--- src/rtl/ma_mem_arbiter.sv ---
// Round-robin arbiter sequencing the MA register and single-port memory for fetch (F) and data (D) requesters.
// Latency: request sampled in IDLE, MA loaded the next cycle, done pulses MEM_LAT+2 cycles after sampling.
// Backpressure: requesters hold req until their done pulse; one access per MEM_LAT+3 cycles at most.
module ma_mem_arbiter #(
    parameter int AW      = 12,
    parameter int DW      = 12,
    parameter int MEM_LAT = 2
) (
    input  logic          clk,
    input  logic          rst_n,
    input  logic          f_req,
    input  logic [AW-1:0] f_addr,
    output logic          f_gnt,
    output logic          f_done,
    input  logic          d_req,
    input  logic          d_we,
    input  logic [AW-1:0] d_addr,
    input  logic [DW-1:0] d_wdata,
    output logic          d_gnt,
    output logic          d_done,
    output logic [DW-1:0] rdata,
    output logic          ma_en,
    output logic [AW-1:0] ma_addr,
    output logic          mem_we,
    output logic [DW-1:0] mem_wdata,
    input  logic [DW-1:0] mem_rdata,
    output logic          busy
);

    typedef enum logic [1:0] {IDLE, LOAD, WAIT, DONE} state_t;
    typedef enum logic {OWN_F, OWN_D} owner_t;

    // WAIT runs from CNT_INIT down to zero inclusive, i.e. MEM_LAT cycles.
    localparam logic [3:0] CNT_INIT = 4'(MEM_LAT - 1);

    state_t        state, state_nxt;
    owner_t        owner, owner_nxt;
    owner_t        ptr, ptr_nxt;
    owner_t        pick;
    logic [AW-1:0] addr_q, addr_nxt;
    logic          we_q, we_nxt;
    logic [DW-1:0] wdata_q, wdata_nxt;
    logic [3:0]    cnt, cnt_nxt;
    logic [DW-1:0] rdata_nxt;

    // State, latched request and read-data registers; reset drops any in-flight access.
    always_ff @(posedge clk or negedge rst_n) begin
        if (!rst_n) begin
            state   <= IDLE;
            owner   <= OWN_F;
            ptr     <= OWN_F;
            addr_q  <= '0;
            we_q    <= 1'b0;
            wdata_q <= '0;
            cnt     <= '0;
            rdata   <= '0;
        end else begin
            state   <= state_nxt;
            owner   <= owner_nxt;
            ptr     <= ptr_nxt;
            addr_q  <= addr_nxt;
            we_q    <= we_nxt;
            wdata_q <= wdata_nxt;
            cnt     <= cnt_nxt;
            rdata   <= rdata_nxt;
        end
    end

    // Arbitration, latency timing and memory-side outputs.
    always_comb begin
        state_nxt = state;
        owner_nxt = owner;
        ptr_nxt   = ptr;
        addr_nxt  = addr_q;
        we_nxt    = we_q;
        wdata_nxt = wdata_q;
        cnt_nxt   = cnt;
        rdata_nxt = rdata;
        f_done    = 1'b0;
        d_done    = 1'b0;
        ma_en     = 1'b0;
        ma_addr   = '0;
        mem_we    = 1'b0;
        mem_wdata = '0;
        busy      = (state != IDLE);
        // Pointer only matters on a tie; a lone requester always wins.
        if (f_req && d_req) begin
            pick = ptr;
        end else if (d_req) begin
            pick = OWN_D;
        end else begin
            pick = OWN_F;
        end

        case (state)
            IDLE: begin
                if (f_req || d_req) begin
                    owner_nxt = pick;
                    if (pick == OWN_D) begin
                        addr_nxt  = d_addr;
                        we_nxt    = d_we;
                        wdata_nxt = d_wdata;
                    end else begin
                        addr_nxt  = f_addr;
                        we_nxt    = 1'b0;
                        wdata_nxt = '0;
                    end
                    state_nxt = LOAD;
                end
            end
            LOAD: begin
                ma_en     = 1'b1;
                ma_addr   = addr_q;
                cnt_nxt   = CNT_INIT;
                state_nxt = WAIT;
            end
            WAIT: begin
                ma_addr = addr_q;
                if (we_q) begin
                    mem_we    = 1'b1;
                    mem_wdata = wdata_q;
                end
                if (cnt == 4'd0) begin
                    if (!we_q) begin
                        rdata_nxt = mem_rdata;
                    end
                    state_nxt = DONE;
                end else begin
                    cnt_nxt = cnt - 4'd1;
                end
            end
            DONE: begin
                ma_addr   = addr_q;
                f_done    = (owner == OWN_F);
                d_done    = (owner == OWN_D);
                ptr_nxt   = (owner == OWN_F) ? OWN_D : OWN_F;
                state_nxt = IDLE;
            end
            default: state_nxt = IDLE;
        endcase

        f_gnt = busy && (owner == OWN_F);
        d_gnt = busy && (owner == OWN_D);
    end

endmodule

--- config.mk ---
export PLATFORM = sky130hd
export DESIGN_NAME = ma_mem_arbiter
export DESIGN_NICKNAME = d
export VERILOG_FILES = /design/src/rtl/ma_mem_arbiter.sv
export SDC_FILE = /design/constraint.sdc
export NUM_CORES = 1
export LEC_CHECK = 0
export CORE_UTILIZATION = 42
export CTS_CLUSTER_DIAMETER = 40
export DETAILED_ROUTE_END_ITERATION = 16
export PLACE_DENSITY = 0.88
export SLEW_MARGIN = 10
export SYNTH_ARGS = -nofsm -noshare
export SYNTH_HDL_FRONTEND = slang
export SYNTH_SLANG_ARGS = --single-unit
export TNS_END_PERCENT = 10
--- constraint.sdc ---
create_clock -name clk -period 2 [get_ports clk]
set_input_delay 0.2 -clock clk [delete_from_list [all_inputs] [get_ports clk]]
set_output_delay 0.2 -clock clk [all_outputs]
set_load 0.005 [all_outputs]
* Word level (Yosys, flattened, before mapping) *
Index checks and enable logic that the tools add are counted.
Widths: inputs -> output; s select.

operators by class
  eq/ne operators = 6
  reductions and logical operators = 13
  multiplexer cells = 19
  add/subtract/negate cells = 1
  bitwise gates (word level) = 2

operators by type and width
  kind                 count
  $mux 12              5
  $mux 1               9
  $pmux 2 s4           1
  $pmux 4 s2           1
  $ne 2x2->1 const B   3
  $reduce_and 2->1     3
  $eq 2x2->1 const B   2
  $logic_not 4->1      1
  $mux 2               2
  $mux 4               1
  $reduce_bool 2->1    2
  $sub 4x1->4 const B  1
  $logic_and 1x1->1    3
  $reduce_and 3->1     1
  $reduce_or 3->1      1
  $eq 2x1->1 const B   1
  $logic_not 2->1      1
  $not 1->1            2
  $logic_or 1x1->1     1

word-level totals
  bits of input ports = 53
  flip-flop bits (word level) = 45
  word-level logic and storage cells = 49

* Logic depth before layout (Yosys ltp) *
  word-level depth = 3
  gate-level depth with buffers = 7

* Worst setup path after synthesis *
No wires, ideal clock.

  kind = register to register
  from = register cnt[0]
  to = register state[1]
  setup slack = 0.320 ns
  arrival = 1.556 ns
  path buffers = 0
  cell stages (with the launch flop) = 6
  period minus slack after synthesis = 1.680 ns
  library setup time = 0.125 ns
  cells stage by stage = dfrtp_1 > inv_1 > ha_1 > or3b_4 > a22oi_2 > mux2_2

between the ends
  word-level cells in the longest chain between the ends = 3

RTL lines
  element                            line  source
  from (decl)                        43    logic [3:0] cnt, cnt_nxt;
  from (signal assigned)             64    cnt <= cnt_nxt;
  $logic_not 4->1                    123   if (cnt == 4'd0) begin
  $ne 2x2->1 (no source line)        -
  $reduce_and 2->1 (no source line)  -
  to (signal assigned)               58    state <= state_nxt;
  to (decl)                          36    state_t state, state_nxt;

No other way between the ends.
A chain may end at the register's enable or synchronous reset.

* Worst setup path in the final report *
  from = register state[1]
  to = output port mem_wdata[2]

between the ends
  word-level cells in the longest chain between the ends = 2

RTL lines
  element     line  source
  $eq 2x2->1  95    case (state)
  $mux 12     95
  to (decl)   25    output logic [DW-1:0] mem_wdata,

No other way between the ends.

==> results.txt <==
status - complete, no violations
Cell Area, Synth - 2230 sq um
Reg area - 1130 sq um
num ports - 96
top cell type's share of synthesized area - 50.6%
max incr delay on CP - 0.50 ns
switch share - 32.3%
final antenna-violating net count - 0
gr usage total - 21.5%
dpl ws - 0.154 ns
DR iter-0 viols - 120
Synth Instances - 203
total power - 0.00482 W
worst-path cell chain - buf_4, ha_4, buf_12, and3_1, clkdlybuf4s50_1
TritonCTS clock tree - built
core area - 5110 sq um
most common library cells after synthesis - dfrtp_1, nor2_1, nor2b_1
syn_nets - 262
Cell variety after synth - 39
Final Hold Fails - 0
Sw Pwr - 0.00156 W
Area growth syn-to-layout - 57.2%
Primary FF master, synth - dfrtp_1
Slew @ Worst Pin - 0.994 ns
TritonRoute pass-1 iters - 4
Worst path slowest cell - clkdlybuf4s50_1
Routed WL - 5690 microns
Worst-path clk slew - 0.08 ns
crit-path leading delay family - buffers and inverters
CP Launch Type - register
FF-to-FF Start - cnt[0]
Synth area leader - dfrtp_1
Overflow after GRT - 0
Clk pwr share - 14.5%
count leader, synth - dfrtp_1
post-route setup TNS - 0 ns
Setup CP Type - register to output pin
R2R Setup Slk - 0.22 ns
global-route wire length before repair - 9050 microns
fmax - 503 MHz
vias in the first global route - 2000
placed cells - 364
Tmin final - 1.99 ns
RSZ-0062 raised after global routing - true
Fin Hold WS - 0.354 ns
Post-synth EDFFs - 0
Max Transition Viols Final - 0
# port buffers - 95
Yosys reg bits - 45
Detailed Place HPWL - 4170 microns
Vias/cell - 5.25
Area contributors post-synth - dfrtp_1, mux2_4, a22o_1
routed len/inst - 15.1 microns
asr flop ratio synth - 100%
Crit Reg-Reg Endpoint - state[1]
largest net degree at the start of global routing - 27
r2r worst-path depth - 5
CP endpoint kind - output pin
CP startpoint - state[1]
RePlAce Congestion - 0.763
total of max-cap violations - 0
setup violators final - 0
CTS Sinks - 45
Buf/Inv on CP - 3
htree depth - 2
Layout Cells excl Fill - 377
Tcrit/Tclk final - 99.4%
Initial Utilization - 43.6%
n_diodes - 0
CTS buffer count - 5
via count - 1979
sequential share of power - 33.2%
layout net count - 365
initial antenna violation count - 0
Die Span X - 74.8 microns
skew final - 0.00512 ns
DIE HEIGHT - 74.8 microns
Filler cells - 402
Post-Syn Area per Cell - 11.0 sq um
P_leak - 1.76 nW
Die Footprint - 5600 sq um
Max-slew headroom - 33.7%
share of layout cells above drive strength 1 - 15.0%
biggest fanout along the worst timing path - 24
worst endpoint data arrival time - 1.79 ns
internal power - 0.00327 W
Comb pwr share - 52.2%
CP Data Required Time - 1.80 ns
min setup slack post-route - 0.0126 ns
Peak VDD IR - 763 uV
later-pin clock latency in the skew report - 0.29 ns
Power per Cell Area - 1380 nW/um^2
Synth Warn # - 0
Longest Clk Path Bufs - 2
Multi-input gate area - 1040 sq um
clk root buf - clkbuf_8
sequential-to-total area share from yosys stat - 50.6%
residual DRC count - 0
row count - 26
min-delay worst type - input port to asynchronous set/reset pin
-- metal layers --
layer	share of wire (%)	GRT usage, %	up-vias
li1	-	-	927
met5	0	0	-
met2	51	36.6	80
met1	42	27.4	962
met3	5.7	4.82	10
met4	1.6	6.29	0
-- cell families after synthesis --
group | count (synthesis) | synth area share (%)
flops | 45 | 50.6
compound gates | 58 | 17.2
fa+ha+maj | 6 | 3.37
buf+inv | 21 | 4.22
simple gates | 58 | 15.6
mux | 13 | 8.26
xor+xnor | 2 | 0.787
-- final cells by class --
| cell class | instances | share of cell area, % |
|---|---|---|
| multi-input combinational | 137 | 29.6 |
| tap | 70 | 2.50 |
| clock inverter | 1 | 0.858 |
| timing repair buffer | 111 | 31.7 |
| clock buffer | 7 | 2.47 |
| sequential | 45 | 32.2 |
| inverter | 6 | 0.644 |
-- timing repair --
action	4_1_cts	5_1_grt
pin swaps	1	0
hold buffers	1	0
hold endpoints to repair	15	0
buffers inserted	3	1
gates resized for setup	10	14
setup endpoints to repair	26	21
-- state kept, by name (all words and copies together) (netlist names) --
register	flops
ptr	1
we_q	1
cnt	4
rdata	12
state	2
owner	1
wdata_q	12
addr_q	12
-- power groups by stage --
stage | clock network, W | logic (W) | registers, W
global route | 0.000754 | 0.00277 | 0.00166
global placement | 0 | 0.00238 | 0.00159
detailed placement | 0 | 0.00245 | 0.00161
CTS | 0.000712 | 0.00256 | 0.00160
finish | 0.000701 | 0.00252 | 0.00160
floorplan | 0 | 0.00131 | 0.00154
-- per-stage QoR --
| step | util [%] | instance area (sq um) |
|---|---|---|
| after detailed placement | 64.3 | 3280 |
| after CTS | 67.7 | 3460 |
| after global routing | 68.5 | 3500 |
| after global placement | 64.3 | 3280 |
| final | 68.5 | 3500 |
| after floorplan | - | 2230 |
-- worst max-delay path by stage --
stage,endpoint,slack [ns],depth (start not counted)
2_1_floorplan,state[1],0.32,5
3_3_place_gp,ma_addr[11],0.17,5
3_5_place_dp,ma_addr[4],0.15,5
4_1_cts,ma_addr[5],0.002,5
5_1_grt,mem_wdata[2],-0.05,5
6_report,mem_wdata[2],0.01,5
-- placed cells by master, fill, tap and decap left out, types with 2 or more instances in the layout --
cell type / n
mux2_2: 3
dlymetal6s2s_1: 14
clkbuf_8: 6
a31oi_1: 12
and3_1: 11
o21ai_0: 13
and2_1: 2
nor2_1: 16
buf_4: 14
nor2b_1: 14
dfrtp_1: 45
clkdlybuf4s50_1: 76
nand3_1: 2
ha_1: 4
mux2_4: 10
ha_4: 2
a22o_1: 13
inv_1: 5
a21oi_1: 13
dlygate4sd2_1: 4
No activity file was read; power rests on OpenSTA's default activity.
